[config.mk]
export PLATFORM = sky130hd
export DESIGN_NAME = sd_crc_engine
export DESIGN_NICKNAME = d
export VERILOG_FILES = /design/src/rtl/sd_crc_engine.sv
export SDC_FILE = /design/constraint.sdc
export NUM_CORES = 1
export LEC_CHECK = 0
export CAP_MARGIN = 10
export CORE_MARGIN = 2
export CORE_UTILIZATION = 40
export DETAILED_ROUTE_END_ITERATION = 12
export PLACE_DENSITY = 0.72
export SLEW_MARGIN = 20
export SYNTH_ARGS = -nofsm -noshare
export SYNTH_HDL_FRONTEND = slang
export SYNTH_SLANG_ARGS = --single-unit
[constraint.sdc]
create_clock -name clk -period 1.6 [get_ports clk]
set_input_delay 0.48 -clock clk [delete_from_list [all_inputs] [get_ports clk]]
set_output_delay 0.48 -clock clk [all_outputs]
set_load 0.01 [all_outputs]
[src/rtl/sd_crc_engine.sv]
// rtl/sd_crc_engine.sv - multi-lane SD CRC7/CRC16 accumulate, shift-out and check engine
// Optional receive-check path (CHECK state, comparator, crc_err) is built only when CRC_CHECK_EN is defined.
module sd_crc_engine #(
  parameter int              CRC_W = 7,
  parameter logic [CRC_W-1:0] POLY = 7'h09,
  parameter int              LANES = 1
) (
  input  logic                     clk,
  input  logic                     reset,
  input  logic                     start,
  input  logic                     din_valid,
  input  logic [LANES-1:0]         din,
  input  logic                     tx_crc,
  input  logic                     chk_crc,
  output logic [LANES-1:0]         dout,
  output logic                     dout_valid,
  output logic                     busy,
  output logic                     done,
  output logic [LANES-1:0]         crc_err,
  output logic [LANES*CRC_W-1:0]   crc_value
);

  localparam int CW = $clog2(CRC_W + 1);
  localparam logic [CW-1:0] LAST = CW'(CRC_W - 1);

`ifdef CRC_CHECK_EN
  typedef enum logic [1:0] {IDLE, ACCUM, SHIFT, CHECK} state_t;
  logic [LANES-1:0] err_q;
  logic             unused_chk;
  assign unused_chk = 1'b0;
  assign crc_err    = err_q;
`else
  typedef enum logic [1:0] {IDLE, ACCUM, SHIFT} state_t;
  logic unused_chk;
  assign unused_chk = chk_crc;
  assign crc_err    = '0;
`endif

  state_t           state;
  logic [CW-1:0]    cnt;
  logic [CRC_W-1:0] crc_q   [LANES];
  logic [CRC_W-1:0] crc_shl [LANES];
  logic [CRC_W-1:0] crc_acc [LANES];
  logic [LANES-1:0] msb;

  always_comb begin
    msb       = '0;
    crc_value = '0;
    for (int i = 0; i < LANES; i++) begin
      msb[i]     = crc_q[i][CRC_W-1];
      crc_shl[i] = {crc_q[i][CRC_W-2:0], 1'b0};
      crc_acc[i] = crc_shl[i] ^ ((din[i] ^ msb[i]) ? POLY : '0);
      crc_value[i*CRC_W +: CRC_W] = crc_q[i];
    end
  end

  assign dout_valid = (state == SHIFT);
  assign dout       = (state == SHIFT) ? msb : '0;
  assign busy       = (state != IDLE);

  always_ff @(posedge clk) begin
    done <= 1'b0;
    if (reset) begin
      state <= IDLE;
      cnt   <= '0;
      for (int i = 0; i < LANES; i++) crc_q[i] <= '0;
`ifdef CRC_CHECK_EN
      err_q <= '0;
`endif
    end else if (start) begin
      // start aborts any frame in flight without signalling done
      state <= ACCUM;
      cnt   <= '0;
      for (int i = 0; i < LANES; i++) crc_q[i] <= '0;
`ifdef CRC_CHECK_EN
      err_q <= '0;
`endif
    end else begin
      case (state)
        IDLE: ;
        ACCUM: begin
          if (din_valid) begin
            for (int i = 0; i < LANES; i++) crc_q[i] <= crc_acc[i];
          end else if (tx_crc) begin
            state <= SHIFT;
            cnt   <= '0;
`ifdef CRC_CHECK_EN
          end else if (chk_crc) begin
            state <= CHECK;
            cnt   <= '0;
`endif
          end
        end
        SHIFT: begin
          for (int i = 0; i < LANES; i++) crc_q[i] <= crc_shl[i];
          if (cnt == LAST) begin
            state <= IDLE;
            cnt   <= '0;
            done  <= 1'b1;
          end else begin
            cnt <= cnt + 1'b1;
          end
        end
`ifdef CRC_CHECK_EN
        CHECK: begin
          if (din_valid) begin
            err_q <= err_q | (din ^ msb);
            for (int i = 0; i < LANES; i++) crc_q[i] <= crc_shl[i];
            if (cnt == LAST) begin
              state <= IDLE;
              cnt   <= '0;
              done  <= 1'b1;
            end else begin
              cnt <= cnt + 1'b1;
            end
          end
        end
`endif
        default: state <= IDLE;
      endcase
    end
  end

endmodule

==> reports/results.ini <==
[drt]
postRouteAntennaNets = 0
viasPerCell = 5.069
num_vias = 512
routedWlPerCell_microns = 12.14
drt_wl_total_microns = 1226
drt_pre_antenna_iters = 2
drt-initial-drc-count = 5
drc = 0

[floorplan]
die_x_microns = 44.22
rows = 14
fp.dieH_microns = 44.22
start_util_pct = 42.94
core_sq_mm = 0.001506
ioPinCount = 19
die_area_sq_mm = 0.001955

[synth]
synth_seq_cells = 13
netlist_instances = 63
ys_seq_area_share_pct = 51.06
synth_top_family_by_area = simple AND/OR/NAND/NOR gates
synthesis.area_sq_um = 646.9
synthSimpleGateAreaFrac_pct = 25.53
ys_warn_count = 0
avgSynthCellArea_sq_um = 10.27
synthTopCellsByCount = buf_4, edfxtp_1, and2_1, dfxtp_1, a21oi_1
synth_nets = 70
synth_top_area_share_pct = 32.50
synth-main-ff-cell = edfxtp_1
synth_edf_count = 7
synth-async-reset-ratio_pct = 0
yosys.area_share.xor_xnor_pct = 1.354
synthAdderAreaFrac_pct = 0
synth_mux_area_share_pct = 0
synth_cell_type_count = 26
yosysTopAreaCell = edfxtp_1
synth_compound_area_share_pct = 9.865
yosys-top-cells-area = edfxtp_1, dfxtp_1, buf_4

[power]
vdd_drop_max_mv = 0.5168
p_leak_nw = 0.3799
powerDensity_mw_per_mm2 = 742.4
total_power_mw = 0.6642

[timing]
hold_viol = 0
tns_ps = 0
setup_viol_count_final = 0
worst_clock_skew_ps = 0.2143
fin_crit_ps = 1553
finalMaxSlewViolations = 0
period_share_pct = 97.05
fmax_ghz = 0.6440
setup_ws_ps = 47.22
rsz0062_at_grt = false

[placement]
gp_congestion = 0.7704
port_buffers = 16
hpwl_microns = 860.9
pre_cts_slack_ps = -289.9
placed_area_sq_um = 834.6

[hold_path]
hold_depth = 2
hp-class = reg -> reg

[critical_path]
critPathRequiredTime_ps = 1120
endpoint_kind = primary output
worstRegToRegCells = 5
crit_path_start_kind = flip-flop
critPathKind = reg -> out
critPathMaxFanout = 4
arrival_ps = 1070

[final_layout]
area_delta_synth_final_pct = 38.30
stdcell_area_sq_um = 894.6
drive_gt1_share_pct = 31.76
n_fill_cell = 136
nNetsFinal = 93
diodes = 0

[cts]
cts_tree = built
cts-root-buf = clkbuf_4
cts.clk_slew.worst_paths_ps = 70
cts_buffer_depth = 2
ctsHoldBuffers = 0
cts.sinks = 13
insertion_delay_ps = 280
cts.htree.levels = 1
numCtsBuffers = 3

[global_routing]
antenna_found_initial = 0
use_met2_pct = 20.88
grt_pass1_wl_microns = 1863
grt.met3_usage_pct = 7.347
use_met1_pct = 15.64
grt_overflow = 0
grt_pass1_vias = 453
grt_busiest_layer = met2
grtUsageTotal_pct = 13.79
grt_max_degree = 8

[status]
status = finished clean

[run]
max-cap-violations = 0

## sequential cells by signal, summed over array words and instances (netlist names)
signal  count
cnt         3
crc_q       7
done        1
state       2
## worst paths after layout
check | start | endpoint | slack, ps
worst min register to register | state[1]$_SDFFE_PP0P_ | done$_SDFF_PP0_ | 510
worst max register to register | state[0]$_SDFFE_PP0P_ | cnt[1]$_SDFFE_PP0P_ | 200
worst min-delay path | state[1]$_SDFFE_PP0P_ | done$_SDFF_PP0_ | 510
worst max-delay path | state[0]$_SDFFE_PP0P_ | busy | 50
## layout make-up
| cell class | instances | area, sq um | share of cell area (%) |
|---|---|---|---|
| Sequential cell | 13 | 332.8 | 37.20 |
| Timing Repair Buffer | 27 | 234.0 | 26.15 |
| Tap cell | 16 | 20.02 | 2.238 |
| Multi-Input combinational cell | 39 | 274.0 | 30.63 |
| Clock buffer | 4 | 26.28 | 2.937 |
| Inverter | 2 | 7.507 | 0.8392 |
## worst max-delay path, stage by stage, from the launching register on
cell	delay, ps
dfxtp_2	330
buf_6	110
or2_4	240
buf_6	120
## timing repair
| item | 4_1_cts | 5_1_grt |
|---|---|---|
| pin swaps | 0 | 0 |
| endpoints found under the setup margin | 11 | 16 |
| hold endpoints to repair | 0 | 0 |
| buffers inserted | 0 | 2 |
| gates resized for setup | 25 | 7 |
## metrics by stage
| step | utilization (%) | instances | hold WS, ps |
|---|---|---|---|
| 5_1_grt | 59.39 | 101 | 530.2 |
| 3_5_place_dp | 55.40 | 95 | 509.7 |
| 2_1_floorplan | - | 63 | 485.2 |
| 3_3_place_gp | 55.40 | 95 | 501.5 |
| 6_report | 59.39 | 101 | 512.1 |
| 4_1_cts | 57.14 | 99 | 510.7 |
## layer usage
| layer | part of all wire (%) | wire, microns |
|---|---|---|
| met4 | 1.5 | 19 |
| met5 | 0 | 0 |
| met3 | 5.6 | 69 |
| met2 | 51 | 622 |
| met1 | 42 | 514 |
## report_power, final
group	switching (mW)	leakage, nW	internal [mW]
clock network	0.104	0.0150	0.0968
registers	0.00698	0.128	0.363
logic	0.0389	0.237	0.0542
## placed cells by master (no fill, tap or decap), drive strengths merged, types with 2 or more instances in the layout
master         instances
inv                    2
or2                    2
nand2b                 3
clkdlybuf4s50          5
o21ai                  2
a21oi                  5
nand2                  2
buf                   14
nand3b                 3
and2                   6
or3                    2
nand3                  2
clkbuf                 4
edfxtp                 7
dlygate4sd2            8
a31oi                  2
dfxtp                  6
## kinds of logic (layout without fill, tap and decap cells)
kind of cell | after synthesis | count (layout)
and+or+nand+nor | 26 | 26
DFF | 13 | 13
AOI/OAI and AO/OA | 11 | 11
buffers and inverters | 11 | 33
other | 1 | 1
xor gates and xnor gates | 1 | 1
(Power assumes the default switching activity.)
